==> config.mk <==
export PLATFORM = sky130hd
export DESIGN_NAME = ppu_mode_sequencer_flat
export DESIGN_NICKNAME = d
export VERILOG_FILES = /design/src/rtl/ppu_mode_sequencer_if.sv /design/src/rtl/ppu_mode_sequencer.sv /design/src/flat_wrapper.sv
export SDC_FILE = /design/constraint.sdc
export NUM_CORES = 1
export LEC_CHECK = 0
export CORE_UTILIZATION = 40
export DETAILED_ROUTE_END_ITERATION = 8
export GPL_ROUTABILITY_DRIVEN = 1
export HOLD_SLACK_MARGIN = 0.15
export PLACE_DENSITY = 0.82
export SLEW_MARGIN = 20
export SYNTH_ARGS = -nofsm -noshare
export SYNTH_HDL_FRONTEND = slang
export SYNTH_SLANG_ARGS = --single-unit
==> constraint.sdc <==
create_clock -name clk_in -period 2.14 [get_ports clk_in]
set_input_delay 0.321 -clock clk_in [delete_from_list [all_inputs] [get_ports clk_in]]
set_output_delay 0.321 -clock clk_in [all_outputs]
set_load 0.01 [all_outputs]
==> src/rtl/ppu_mode_sequencer_if.sv <==
// ppu_mode_sequencer_if
//   Bundles the control inputs and the timing outputs of the PPU mode
//   sequencer. The master side is the register file / pixel FIFO that drives
//   the strobes and register values. The slave side is the sequencer itself.
//   Inputs : tclk_in, lcd_en_in, window_ena_in, pixel_valid_in, WY_in, LYC_in,
//            stat_sel_in
//   Outputs: mode_out, X_out, Y_out, dot_out, draw_en_out, WY_cond_out,
//            lyc_eq_out, oam_scan_start_out, vblank_irq_out, stat_irq_out,
//            overrun_out
interface ppu_mode_sequencer_if #(
  parameter int XW = 8,
  parameter int YW = 8
);
  logic          tclk_in;
  logic          lcd_en_in;
  logic          window_ena_in;
  logic          pixel_valid_in;
  logic [7:0]    WY_in;
  logic [7:0]    LYC_in;
  logic [3:0]    stat_sel_in;
  logic [1:0]    mode_out;
  logic [XW-1:0] X_out;
  logic [YW-1:0] Y_out;
  logic [8:0]    dot_out;
  logic          draw_en_out;
  logic          WY_cond_out;
  logic          oam_scan_start_out;
  logic          lyc_eq_out;
  logic          vblank_irq_out;
  logic          stat_irq_out;
  logic          overrun_out;

  modport master (
    output tclk_in, lcd_en_in, window_ena_in, pixel_valid_in, WY_in, LYC_in, stat_sel_in,
    input  mode_out, X_out, Y_out, dot_out, draw_en_out, WY_cond_out, oam_scan_start_out,
           lyc_eq_out, vblank_irq_out, stat_irq_out, overrun_out
  );

  modport slave (
    input  tclk_in, lcd_en_in, window_ena_in, pixel_valid_in, WY_in, LYC_in, stat_sel_in,
    output mode_out, X_out, Y_out, dot_out, draw_en_out, WY_cond_out, oam_scan_start_out,
           lyc_eq_out, vblank_irq_out, stat_irq_out, overrun_out
  );
endinterface

==> src/rtl/ppu_mode_sequencer.sv <==
// ppu_mode_sequencer
//   Scanline/frame timing controller. It counts T-cycle dots and scanlines,
//   and it steps through the PPU modes OAM scan (2), drawing (3), HBlank (0)
//   and VBlank (1). It drives the X/Y render counters, draw enable and the
//   window-Y condition, and it raises the VBlank, STAT and overrun pulses.
//   Ports:
//     clk_in  - system clock
//     rst_in  - asynchronous active-high reset
//     bus     - ppu_mode_sequencer_if.slave (strobes/registers in, timing out)
//   All outputs are registered. Pulses are one clk_in wide.
module ppu_mode_sequencer #(
  parameter int X_MAX           = 160,
  parameter int Y_VISIBLE       = 144,
  parameter int TOTAL_SCANLINES = 154,
  parameter int DOTS_PER_LINE   = 456,
  parameter int OAM_DOTS        = 80
) (
  input  logic                 clk_in,
  input  logic                 rst_in,
  ppu_mode_sequencer_if.slave  bus
);
  localparam int XW = $clog2(X_MAX);
  localparam int YW = $clog2(TOTAL_SCANLINES);
  localparam logic [XW-1:0] X_LAST   = XW'(X_MAX - 1);
  localparam logic [YW-1:0] Y_LAST   = YW'(TOTAL_SCANLINES - 1);
  localparam logic [YW-1:0] Y_VBL    = YW'(Y_VISIBLE);
  localparam logic [8:0]    DOT_LAST = 9'(DOTS_PER_LINE - 1);
  localparam logic [8:0]    OAM_LAST = 9'(OAM_DOTS - 1);

  typedef enum logic [1:0] {
    M_HBLANK = 2'd0,
    M_VBLANK = 2'd1,
    M_OAM    = 2'd2,
    M_DRAW   = 2'd3
  } mode_t;

  mode_t         mode_q;
  logic [XW-1:0] x_q;
  logic [YW-1:0] y_q;
  logic [8:0]    dot_q;
  logic          running_q, draw_q, wy_q, lyc_q;
  logic          oam_q, vbl_q, stat_q, ovr_q, stat_line_q;

  logic          line_start, stat_line;
  logic [YW-1:0] y_new;

  // A line starts on the first strobe after enable, or on the last dot.
  assign line_start = bus.tclk_in && (!running_q || dot_q == DOT_LAST);
  assign y_new      = (!running_q || y_q == Y_LAST) ? '0 : y_q + YW'(1);

  // The STAT line is built from the registered state. Its rising edge is the
  // interrupt, so sources that overlap merge into one pulse.
  assign stat_line = (bus.stat_sel_in[3] && lyc_q) ||
                     (bus.stat_sel_in[2] && mode_q == M_OAM) ||
                     (bus.stat_sel_in[1] && mode_q == M_VBLANK) ||
                     (bus.stat_sel_in[0] && mode_q == M_HBLANK && running_q);

  always_ff @(posedge clk_in or posedge rst_in) begin
    if (rst_in) begin
      mode_q <= M_HBLANK; x_q <= '0; y_q <= '0; dot_q <= '0;
      running_q <= 1'b0; draw_q <= 1'b0; wy_q <= 1'b0; lyc_q <= 1'b0;
      oam_q <= 1'b0; vbl_q <= 1'b0; stat_q <= 1'b0; ovr_q <= 1'b0; stat_line_q <= 1'b0;
    end else if (!bus.lcd_en_in) begin
      mode_q <= M_HBLANK; x_q <= '0; y_q <= '0; dot_q <= '0;
      running_q <= 1'b0; draw_q <= 1'b0; wy_q <= 1'b0; lyc_q <= 1'b0;
      oam_q <= 1'b0; vbl_q <= 1'b0; stat_q <= 1'b0; ovr_q <= 1'b0; stat_line_q <= 1'b0;
    end else begin
      oam_q <= 1'b0;
      vbl_q <= 1'b0;
      ovr_q <= 1'b0;
      // lyc_eq follows Y_out one clk later. A new line therefore drops the
      // mode-0 STAT source before the LYC source can rise, and that gap
      // makes the LYC match produce its own edge.
      lyc_q       <= running_q && (y_q == bus.LYC_in);
      stat_line_q <= stat_line;
      stat_q      <= stat_line && !stat_line_q;

      if (line_start) begin
        // The line start takes priority: a pixel that arrives in the same
        // clk is dropped.
        running_q <= 1'b1;
        dot_q     <= '0;
        x_q       <= '0;
        y_q       <= y_new;
        draw_q    <= 1'b0;
        ovr_q     <= running_q && (mode_q == M_DRAW);
        if (y_new < Y_VBL) begin
          mode_q <= M_OAM;
          oam_q  <= 1'b1;
          // The frame-start line clears the condition before its own check.
          wy_q   <= (wy_q && (y_new != '0)) ||
                    (bus.window_ena_in && (y_new == bus.WY_in));
        end else begin
          mode_q <= M_VBLANK;
          vbl_q  <= (y_new == Y_VBL);
        end
      end else begin
        if (bus.tclk_in && running_q)
          dot_q <= dot_q + 9'd1;
        if (bus.tclk_in && running_q && mode_q == M_OAM && dot_q == OAM_LAST) begin
          mode_q <= M_DRAW;
          draw_q <= 1'b1;
        end else if (bus.pixel_valid_in && mode_q == M_DRAW) begin
          // X holds at the last pixel. HBlank starts on the next clk.
          if (x_q == X_LAST) begin
            mode_q <= M_HBLANK;
            draw_q <= 1'b0;
          end else begin
            x_q <= x_q + XW'(1);
          end
        end
      end
    end
  end

  assign bus.mode_out           = mode_q;
  assign bus.X_out              = x_q;
  assign bus.Y_out              = y_q;
  assign bus.dot_out            = dot_q;
  assign bus.draw_en_out        = draw_q;
  assign bus.WY_cond_out        = wy_q;
  assign bus.lyc_eq_out         = lyc_q;
  assign bus.oam_scan_start_out = oam_q;
  assign bus.vblank_irq_out     = vbl_q;
  assign bus.stat_irq_out       = stat_q;
  assign bus.overrun_out        = ovr_q;
endmodule

==> src/flat_wrapper.sv <==
// flat-port wrapper written by rule: the top's interface ports become plain ports
module ppu_mode_sequencer_flat 
#(
  parameter int X_MAX           = 160,
  parameter int Y_VISIBLE       = 144,
  parameter int TOTAL_SCANLINES = 154,
  parameter int DOTS_PER_LINE   = 456,
  parameter int OAM_DOTS        = 80
)
  (clk_in, rst_in, bus_tclk_in, bus_lcd_en_in, bus_window_ena_in, bus_pixel_valid_in, bus_WY_in, bus_LYC_in, bus_stat_sel_in, bus_mode_out, bus_X_out, bus_Y_out, bus_dot_out, bus_draw_en_out, bus_WY_cond_out, bus_oam_scan_start_out, bus_lyc_eq_out, bus_vblank_irq_out, bus_stat_irq_out, bus_overrun_out);
  ppu_mode_sequencer_if #(.XW(8), .YW(8)) bus_i ();
  input  logic clk_in;
  input  logic rst_in;
  input wire logic [$bits(bus_i.tclk_in)-1:0] bus_tclk_in;
  input wire logic [$bits(bus_i.lcd_en_in)-1:0] bus_lcd_en_in;
  input wire logic [$bits(bus_i.window_ena_in)-1:0] bus_window_ena_in;
  input wire logic [$bits(bus_i.pixel_valid_in)-1:0] bus_pixel_valid_in;
  input wire logic [$bits(bus_i.WY_in)-1:0] bus_WY_in;
  input wire logic [$bits(bus_i.LYC_in)-1:0] bus_LYC_in;
  input wire logic [$bits(bus_i.stat_sel_in)-1:0] bus_stat_sel_in;
  output wire logic [$bits(bus_i.mode_out)-1:0] bus_mode_out;
  output wire logic [$bits(bus_i.X_out)-1:0] bus_X_out;
  output wire logic [$bits(bus_i.Y_out)-1:0] bus_Y_out;
  output wire logic [$bits(bus_i.dot_out)-1:0] bus_dot_out;
  output wire logic [$bits(bus_i.draw_en_out)-1:0] bus_draw_en_out;
  output wire logic [$bits(bus_i.WY_cond_out)-1:0] bus_WY_cond_out;
  output wire logic [$bits(bus_i.oam_scan_start_out)-1:0] bus_oam_scan_start_out;
  output wire logic [$bits(bus_i.lyc_eq_out)-1:0] bus_lyc_eq_out;
  output wire logic [$bits(bus_i.vblank_irq_out)-1:0] bus_vblank_irq_out;
  output wire logic [$bits(bus_i.stat_irq_out)-1:0] bus_stat_irq_out;
  output wire logic [$bits(bus_i.overrun_out)-1:0] bus_overrun_out;
  assign bus_i.tclk_in = bus_tclk_in;
  assign bus_i.lcd_en_in = bus_lcd_en_in;
  assign bus_i.window_ena_in = bus_window_ena_in;
  assign bus_i.pixel_valid_in = bus_pixel_valid_in;
  assign bus_i.WY_in = bus_WY_in;
  assign bus_i.LYC_in = bus_LYC_in;
  assign bus_i.stat_sel_in = bus_stat_sel_in;
  assign bus_mode_out = bus_i.mode_out;
  assign bus_X_out = bus_i.X_out;
  assign bus_Y_out = bus_i.Y_out;
  assign bus_dot_out = bus_i.dot_out;
  assign bus_draw_en_out = bus_i.draw_en_out;
  assign bus_WY_cond_out = bus_i.WY_cond_out;
  assign bus_oam_scan_start_out = bus_i.oam_scan_start_out;
  assign bus_lyc_eq_out = bus_i.lyc_eq_out;
  assign bus_vblank_irq_out = bus_i.vblank_irq_out;
  assign bus_stat_irq_out = bus_i.stat_irq_out;
  assign bus_overrun_out = bus_i.overrun_out;
  ppu_mode_sequencer #(.X_MAX(X_MAX), .Y_VISIBLE(Y_VISIBLE), .TOTAL_SCANLINES(TOTAL_SCANLINES), .DOTS_PER_LINE(DOTS_PER_LINE), .OAM_DOTS(OAM_DOTS)) u_core (.clk_in(clk_in), .rst_in(rst_in), .bus(bus_i));
endmodule
==> impl_metrics.tcl, run 1 <==
set metrics [dict create \
    status "complete, no violations" \
    holdBufCountCts 0 \
    hold_slack_ns 0.4044 \
    p_sw_frac 0.2369 \
    setup.worst_path.class "flop to flop" \
    synth_cell_types 47 \
    synth_edf_count 0 \
    rows 26 \
    syn-mean-instance-area_um2 8.793 \
    synthArstFlopShare 1.000 \
    cts_made_buffers 5 \
    wl_um 6162 \
    worstHoldStart "u_core.stat_line_q$_DFF_PP0_" \
    ir_worst_vdd_v 0.0003190 \
    clkPwrFrac 0.399 \
    hpwl_um 4560 \
    timing.final.crit_share 0.9692 \
    grt_first_pass_wirelength_um 10260 \
    cts_tree "yes" \
    min_path_type "flop to flop" \
    drt_iter0_drc 160 \
    intPower_mw 1.136 \
    max_slew_margin 0.7047 \
    area_growth_syn_to_layout_pct 44.85 \
    num_vias 2164 \
    h-tree-depth 2 \
    syn_inst 250 \
    netlist_area_um2 2198 \
    grt_overflow_total 0 \
    tns_ns 0 \
    cp.required_ns 2.36 \
    die_h_um 76.14 \
    mostFrequentLayoutCells "clkdlybuf4s50_1 (59), nor2_1 (36), dfrtp_1 (35), buf_4 (28), nand2_1 (17)" \
    worstSetupEndpointType "flop" \
    cts.clk_slew.worst_paths_ns 0.07 \
    cts_max_path_buffers 2 \
    yosys_warnings 0 \
    place.port_buffers 59 \
    startpoint_type "flop" \
    die_area_um2 5797 \
    grt_antenna_before_repair 0 \
    slew_viol_final 0 \
    power_density_nw_per_um2 467.5 \
    r2r-start "u_core.bus.dot_out[5]$_DFFE_PP0P_" \
    worst_pin_slew_ns 0.4430 \
    synth_seq_cells 36 \
    drc 0 \
    period_needed_ns 2.074 \
    seq_area_frac_synth 0.4098 \
    crit_path_max_incr_delay_ns 0.53 \
    leakage_nw 1.317 \
    via_per_inst 5.370 \
    wl_per_cell_um 15.29 \
    power.switching_mw 0.3526 \
    clk_latency_ns 0.29 \
    finalHoldViolCount 0 \
    drive_above_1_share 0.1411 \
    fp.dieW_um 76.14 \
    final_core_util 0.6118 \
    arrival_ns 2.29 \
    io-pin-count 60 \
    startpoint "u_core.bus.dot_out[5]$_DFFE_PP0P_" \
    max-cap-violations 0 \
    root_buffer "clkbuf_8" \
    power_frac_seq 0.472 \
    fin_skew_ns 0.004788 \
    syn-num-nets 280 \
    power_frac_comb 0.130 \
    first_pass_iters 4 \
    nets 362 \
    cp_max_fo 15 \
    slowest_stage "or4b_4" \
    grt_max_degree 37 \
    clock_sinks 36 \
    clock.fmax_mhz 482.1 \
    track_usage 0.2228 \
    synthFlopType "dfrtp_1" \
    layout_commonest_cell "clkdlybuf4s50_1" \
    start_util 0.4224 \
    gp_congestion 0.9438 \
    ant_nets 0 \
    setup_violations 0 \
    path_cells "or4b_4, o21ai_2, nand2_2, buf_8, or3_1, a21o_1, a21oi_1" \
    coreArea_um2 5205 \
    grt_pass1_vias 2075 \
    n_antenna_cell 0 \
]
-- power by group through the flow --
stage | sequential, mW | combinational, mW | clock [mW]
after global placement | 0.714 | 0.182 | 0
after detailed placement | 0.715 | 0.185 | 0
after global routing | 0.704 | 0.210 | 0.632
after floorplan | 0.712 | 0.0830 | 0
final | 0.702 | 0.193 | 0.593
after CTS | 0.701 | 0.186 | 0.598
-- synth_stat cells, types with 2 or more instances --
master,count,area share
nand3_1,14,0.032
dfrtp_1,36,0.41
or3_1,3,0.0085
clkbuf_1,8,0.014
nor3_1,7,0.016
o21ai_0,14,0.032
nor2_1,36,0.061
nand2b_1,5,0.014
a21o_1,4,0.014
inv_1,7,0.012
a31oi_1,3,0.0085
nor4_1,2,0.0057
and4_1,2,0.0080
a211o_1,2,0.0080
o21a_1,2,0.0068
and3_1,3,0.0085
mux2i_1,2,0.0091
nand4_1,7,0.020
buf_2,4,0.0091
xnor2_1,16,0.064
nor4b_1,2,0.0080
a22oi_1,3,0.010
nand2_1,17,0.029
a21oi_1,11,0.025
ha_1,4,0.023
xor2_1,15,0.060
-- area by class of cell --
class / instances / area, um2
clock inverters: 2 / 35.03
flip-flops and latches: 36 / 902.1
repair buffers: 88 / 815.8
clock buffers: 6 / 72.57
fillers: 426 / 2021
inverters: 7 / 26.28
well taps: 70 / 87.58
multi-input cells: 194 / 1245
-- cell families after synthesis --
logic type	count (synthesis)	synth area share
buffers and inverters	20	0.03643
and+or+nand+nor	107	0.2465
AOI/OAI and AO/OA	50	0.1520
muxes	2	0.009107
DFF	36	0.4098
adders and majority gates	4	0.02277
xor gates and xnor gates	31	0.1235
-- per-layer routing --
layer | up-vias | part of all wire | global-route usage
li1 | 1044 | - | -
met1 | 1036 | 0.43 | 0.2920
met2 | 68 | 0.50 | 0.3700
met3 | 16 | 0.049 | 0.04551
met4 | 0 | 0.019 | 0.06923
met5 | - | 0 | 0
-- per-stage QoR --
| step | cell area (um2) | instances | total power [mW] | setup slack (ns) |
|---|---|---|---|---|
| 6_report | 3184 | 403 | 1.489 | 0.06590 |
| 5_1_grt | 3184 | 403 | 1.546 | -0.03579 |
| 4_1_cts | 3133 | 401 | 1.485 | 0.02772 |
| 3_5_place_dp | 3025 | 393 | 0.9002 | 0.04043 |
| 3_3_place_gp | 3025 | 393 | 0.8957 | 0.1154 |
| 2_1_floorplan | 2198 | 250 | 0.7945 | 0.01939 |
-- critical path: cells and delay by family (launching register included) --
family | cells | cell delay, ns
AND/OR/NAND/NOR | 3 | 0.96
AO/OA/AOI/OAI | 3 | 0.50
flip-flops | 1 | 0.38
buffers and inverters | 1 | 0.16
-- worst paths after layout --
kind                                                       to  slack (ns)  cells after the start
max in group asynchronous     u_core.bus.Y_out[0]$_DFFE_PP0P_        1.36                      3
hold reg to reg             u_core.bus.stat_irq_out$_DFF_PP0_        0.40                      1
setup / recovery              u_core.bus.Y_out[3]$_DFFE_PP0P_        0.07                      7
setup reg to reg              u_core.bus.Y_out[3]$_DFFE_PP0P_        0.07                      7
min in group asynchronous  u_core.bus.WY_cond_out$_DFFE_PP0P_        0.44                      3
hold / removal              u_core.bus.stat_irq_out$_DFF_PP0_        0.40                      1
-- repair_timing --
item                       CTS  global route
buffers inserted             0             2
setup endpoints to repair    0             4
gates resized for setup      0             8
-- sequential cells by signal, summed over array words and instances, names as in the netlist, 2 cells and up --
signal	flops
u_core.bus.X_out	8
u_core.bus.dot_out	9
u_core.bus.mode_out	2
u_core.bus.Y_out	8
Note: power is estimated with default switching activity, not from simulation.
==> inputs of run 2 (changes only) <==
--- a/config.mk
+++ b/config.mk
@@ -10,7 +10,9 @@
 export GPL_ROUTABILITY_DRIVEN = 1
 export HOLD_SLACK_MARGIN = 0.15
 export PLACE_DENSITY = 0.82
+export SETUP_SLACK_MARGIN = 0.4
 export SLEW_MARGIN = 20
 export SYNTH_ARGS = -nofsm -noshare
 export SYNTH_HDL_FRONTEND = slang
 export SYNTH_SLANG_ARGS = --single-unit
+export TNS_END_PERCENT = 50
==> run 2 against run 1 <==
  * Final cell count rose by 4.2%
  * Global-route usage increased by 2.7 points
  * Die area unchanged
  * Critical path depth down 2
  * Flip-flop and latch count unchanged
  * Critical path type unchanged
  * Critical endpoint is now u_core.bus.vblank_irq_out$_DFF_PP0_
==> impl_metrics.tcl, run 2 (synthesized netlist as in run 1, its figures left out) <==
set metrics [dict create \
    grt_antenna_before_repair 0 \
    largest_register_ffs 9 \
    cts_tree "yes" \
    root_buffer "clkbuf_8" \
    gp_congestion 0.8607 \
    clock.fmax_mhz 480.2 \
    wl_um 7092 \
    status "complete, no violations" \
    arrival_ns 2.28 \
    layout_commonest_cell "clkdlybuf4s50_1" \
    met3_usage 0.04072 \
    grt_overflow_total 0 \
    h-tree-depth 2 \
    setup.worst_path.class "flop to flop" \
    grt_use_met2 0.4064 \
    first_pass_iters 5 \
    n_antenna_cell 0 \
    multi_input_area_um2 1374 \
    max-cap-violations 0 \
    slew_viol_final 0 \
    placed_cell_area_um2 3018 \
    clock_sinks 36 \
    ir_worst_vdd_v 0.0002846 \
    num_vias 2396 \
    num-fill-cells 385 \
    p_total_mw 1.401 \
    timing.final.crit_share 0.9731 \
    coreArea_um2 5205 \
    power_density_nw_per_um2 404.6 \
    use_met1 0.3254 \
    die_h_um 76.14 \
    worst_pin_slew_ns 0.4556 \
    max_slew_margin 0.6962 \
    cts.clk_slew.worst_paths_ns 0.07 \
    rows 26 \
    clk_latency_ns 0.29 \
    drive_above_1_share 0.2371 \
    grt_first_pass_wirelength_um 11390 \
    track_usage 0.2499 \
    drc 0 \
    grt_pass1_vias 2277 \
    nets 379 \
    drt_iter0_drc 236 \
    fin_skew_ns 0.005689 \
    busiest_layer "met2" \
    seq_area_um2 907.1 \
    period_needed_ns 2.083 \
    setup_violations 0 \
    via_per_inst 5.705 \
    place.port_buffers 59 \
    holdBufCountCts 0 \
    finalHoldViolCount 0 \
    leakage_nw 1.446 \
    cp.required_ns 2.34 \
    start_util 0.4224 \
    ant_nets 0 \
    io-pin-count 60 \
    mostFrequentLayoutCells "clkdlybuf4s50_1 (57), buf_4 (38), nor2_1 (34), dfrtp_1 (31)" \
    cts_made_buffers 5 \
    cts_max_path_buffers 2 \
    hpwl_um 4485 \
    fp.dieW_um 76.14 \
    grt_max_degree 37 \
    min_path_type "flop to flop" \
    startpoint_type "flop" \
    design_area_um2 3462 \
    rsz0062_at_grt "yes" \
    die_area_um2 5797 \
    wl_per_cell_um 16.89 \
    worstSetupEndpointType "flop" \
    cp_max_fo 4 \
    area_growth_syn_to_layout_pct 57.48 \
]
==> run 2: changes by cell type in the layout (fill, tap and decap cells not counted), moves of 4 or more <==
| cell | previous run | this run |
|---|---|---|
| o21ai_0 | 14 | 9 |
| dfrtp_2 | 1 | 5 |
| dfrtp_1 | 35 | 31 |
| buf_4 | 28 | 38 |
| o21ai_1 | 0 | 4 |
| buf_6 | 0 | 5 |
==> run 2: layout make-up <==
type,count,area share
Inverter,7,0.007589
Clock buffer,7,0.02205
Clock inverter,1,0.001446
Timing Repair Buffer,105,0.2848
Multi-Input combinational cell,194,0.3968
Tap cell,70,0.02530
Sequential cell,36,0.2620
==> run 2: critical path, cell delays in order (launching register included) <==
cell and delay, ns:
dfrtp_1 0.39, or4b_4 0.54, o21ai_2 0.20, nand2_2 0.12, or4_4 0.52, nor4b_2 0.23
==> run 2: where the power goes <==
| part | internal [mW] | switching, mW |
|---|---|---|
| Clock | 0.228 | 0.236 |
| Combinational | 0.129 | 0.106 |
| Sequential | 0.689 | 0.0128 |
| Total | 1.05 | 0.355 |
==> run 2: through the flow <==
stage | utilization | setup TNS (ns) | hold WS, ns | worst slack (ns) | std cells
after detailed placement | 0.5798 | -0.03361 | 0.3948 | -0.03361 | 391
after global placement | 0.5798 | 0 | 0.3827 | 0.1137 | 391
after CTS | 0.6546 | 0 | 0.4035 | 0.06797 | 417
after global routing | 0.6651 | -0.02709 | 0.4161 | -0.01857 | 420
after floorplan | - | 0 | 0.3777 | 0.03645 | 250
final | 0.6651 | 0 | 0.3989 | 0.05747 | 420
==> run 2: final timing paths <==
check	from	to	slack [ns]	cells past startpoint
max reg2reg	u_core.bus.dot_out[5]$_DFFE_PP0P_	u_core.bus.vblank_irq_out$_DFF_PP0_	0.06	5
min reg2reg	u_core.stat_line_q$_DFF_PP0_	u_core.bus.stat_irq_out$_DFF_PP0_	0.40	1
max	u_core.bus.dot_out[5]$_DFFE_PP0P_	u_core.bus.vblank_irq_out$_DFF_PP0_	0.06	5
min	u_core.stat_line_q$_DFF_PP0_	u_core.bus.stat_irq_out$_DFF_PP0_	0.40	1
max in group asynchronous	rst_in	u_core.bus.Y_out[3]$_DFFE_PP0P_	1.36	3
min in group asynchronous	rst_in	u_core.bus.X_out[6]$_DFFE_PP0P_	0.44	3
==> run 2: metal layers <==
metal	routed length, um	part of all wire
met1	2926	0.41
met2	3421	0.48
met3	463	0.065
met4	280	0.039
met5	0	0
==> run 2: repair_timing <==
action,CTS,global route
endpoints found under the setup margin,31,40
buffers inserted,16,3
cloned,2,0
pin swaps,13,7
gates resized for setup,34,12
==> RTL edit, RTL diff (settings of run 2) <==
Make the reset (`rst_in`) synchronous in one clocked block. Comments in the files are not updated.
--- a/src/rtl/ppu_mode_sequencer.sv
+++ b/src/rtl/ppu_mode_sequencer.sv
@@ -57,3 +57,3 @@
 
-  always_ff @(posedge clk_in or posedge rst_in) begin
+  always_ff @(posedge clk_in) begin
     if (rst_in) begin
Behaviour: differs if rst_in is asserted again (counterexample within 4 cycles, from zero or initial values and one cycle with rst_in high); with rst_in held inactive, the same outputs for 10 cycles.
==> RTL edit against run 2 <==
  * Setup slack better by 220 ps
  * Sequential cell count stayed put
  * Clock power is 9.5% higher
  * Largest power group unchanged
  * Routed wire length is 20% lower
  * Via count is 10% lower
  * Total power is 4.5% lower
  * Die area is 3.5% lower
  * Area after synthesis is 3.6% lower
  * Worst hold slack better by 3.9 ps
  * Cell area is 9.7% lower
  * Critical path type unchanged
==> RTL edit: results (changes against run 2) <==
| Metric | Value |
|---|---|
| N_diodes | 0 (unchanged) |
| Largest net degree at the start of global routing | 20 (was 37) |
| Slew headroom | 0.718 (was 0.696) |
| Routability cong. | 0.897 (was 0.861) |
| Syn Area/Cell | 8.15 um2 (was 8.79 um2) |
| Final Slew Violations | 0 (unchanged) |
| TritonRoute pass-1 iters | 4 (was 5) |
| Top cells by count, synth | nor2_1 (39), dfxtp_1 (36), nand2_1 (21) (was dfrtp_1 (36), nor2_1 (36), nand2_1 (17)) |
| Filler cells | 421 (was 385) |
| GRT Overall Usage | 0.210 (was 0.250) |
| Outcome | finished clean (unchanged) |
| DR iter-0 viols | 197 (was 236) |
| Synthesized Nets | 290 (was 280) |
| Hold Crit Depth | 1 (unchanged) |
| Clock skew | 4.15 ps (was 5.69 ps) |
| Clock Path Buffers | 2 (unchanged) |
| Layout cell share with drive strength beyond 1 | 0.195 (was 0.237) |
| Worst VDD drop | 0.357 mV (was 0.285 mV) |
| H-tree depth | 2 (unchanged) |
| Initial antenna violation count | 0 (unchanged) |
| Flip-flop count of the largest register after layout | 9 (unchanged) |
| Latest clock arrival within the worst-skew pair | 290 ps (about the same) |
| Crit-path max cell delay | 360 ps (was 540 ps) |
| Vias in the first global route | 1,951 (was 2,277) |
| Netlist cell types | 54 (was 47) |
| Global-route wire length before repair | 8.98 mm (was 11.4 mm) |
| Crit-path slowest cell | dfxtp_4 (was or4b_4) |
| Clock transition at the registers of the reported paths | 70 ps (about the same) |
| Top_reg_cell synth | dfxtp_1 (was dfrtp_1) |
| Total CTS buffers | 5 (unchanged) |
| Ys Warns | 0 (unchanged) |
| CP Max Fanout | 8 (was 4) |
| CP arrival | 2100 ps (was 2280 ps) |
| Routed vias/inst | 5.27 (was 5.70) |
| PortBufs | 59 (unchanged) |
| Clock Tree Root | clkbuf_8 (unchanged) |
| Critical path's top delay family | compound AO/OA/AOI/OAI gates (was simple AND/OR/NAND/NOR gates) |
| Post-layout nets | 367 (was 379) |
| Placed cell count | 388 (was 391) |
| Leakage dissipation | 1.17 nW (was 1.45 nW) |
| Post-synth ARST share | 0 (was 1.00) |
| Average wire per standard cell | 13.9 um (was 16.9 um) |
| Final HPWL DP | 4.06 mm (was 4.48 mm) |
| Sequential area share after synthesis | 0.340 (was 0.410) |
| FF-to-FF path depth | 9 (was 5) |
| Tightest Hold Check Type | register to register (unchanged) |
| Vias post-DR | 2,152 (was 2,396) |
| Top area cells in the synthesized netlist | dfxtp_1 (34%), xnor2_1 (8.3%), nor2_1 (6.9%) (was dfrtp_1 (41%), xnor2_1 (6.4%), nor2_1 (6.1%)) |
RTL edit: cell types whose count changed in the layout (fill, tap and decap cells not counted), moves of 5 or more:
cell / before / now
dfrtp_1: 31 / 0
dfxtp_1: 0 / 26
buf_4: 38 / 24
and3_1: 3 / 10
dfxtp_2: 0 / 6
o21ai_0: 9 / 3
xnor2_1: 14 / 20
a21oi_1: 10 / 15
dfrtp_2: 5 / 0
RTL edit: kinds of logic after synthesis:
group,count (synthesis),share of synthesized area
AOI/OAI and AO/OA,44,0.149
muxes,2,0.00945
DFF,36,0.340
and+or+nand+nor,121,0.289
buffers and inverters,21,0.0561
adders and majority gates,4,0.0236
xor gates and xnor gates,32,0.132
RTL edit: layout make-up:
| class | count | area share |
|---|---|---|
| Clock inverter | 1 | 0.00240 |
| Timing Repair Buffer | 85 | 0.259 |
| Sequential cell | 36 | 0.238 |
| Multi-Input combinational cell | 203 | 0.438 |
| Tap cell | 70 | 0.0280 |
| Inverter | 6 | 0.00720 |
| Clock buffer | 7 | 0.0276 |
RTL edit: per-layer routing:
metal / global-route usage / part of all wire / vias to the layer above
met3: 0.0522 / 0.064 / 8
met5: 0 / 0 / -
li1: - / - / 1065
met1: 0.275 / 0.43 / 1004
met4: 0.0818 / 0.017 / 0
met2: 0.333 / 0.49 / 75
RTL edit: repair_timing:
| item | CTS | global route |
|---|---|---|
| endpoints found under the setup margin | 36 | 28 |
| pin swaps | 6 | 0 |
| setup buffers | 12 | 0 |
| resized for setup | 21 | 12 |
| cloned | 0 | 0 |
RTL edit: final timing paths:
kind,startpoint,slack (ps),to
setup / recovery,u_core.bus.Y_out[1]$_SDFFE_PP0N_,270,u_core.bus.WY_cond_out$_SDFFE_PP0P_
hold / removal,u_core.stat_line_q$_SDFF_PP0_,400,u_core.bus.stat_irq_out$_SDFF_PP0_
setup reg to reg,u_core.bus.Y_out[1]$_SDFFE_PP0N_,270,u_core.bus.WY_cond_out$_SDFFE_PP0P_
hold reg to reg,u_core.stat_line_q$_SDFF_PP0_,400,u_core.bus.stat_irq_out$_SDFF_PP0_
RTL edit: report_power, final:
group          leakage (nW)  internal [mW]  switching [mW]
Combinational         0.825         0.0890          0.0672
Clock                0.0445          0.262           0.247
Sequential            0.297          0.668         0.00485
Total                  1.17           1.02           0.319
RTL edit: through the flow:
| stage | utilization | power (mW) | setup WS, ps | hold slack [ps] | cell area [um2] |
|---|---|---|---|---|---|
| 2_1_floorplan | - | 0.750 | 191 | 375 | 2150 |
| 3_5_place_dp | 0.556 | 0.829 | 159 | 396 | 2840 |
| 3_3_place_gp | 0.556 | 0.827 | 173 | 381 | 2840 |
| 4_1_cts | 0.605 | 1.34 | 271 | 409 | 3090 |
| 5_1_grt | 0.612 | 1.39 | 164 | 423 | 3130 |
| 6_report | 0.612 | 1.34 | 273 | 403 | 3130 |
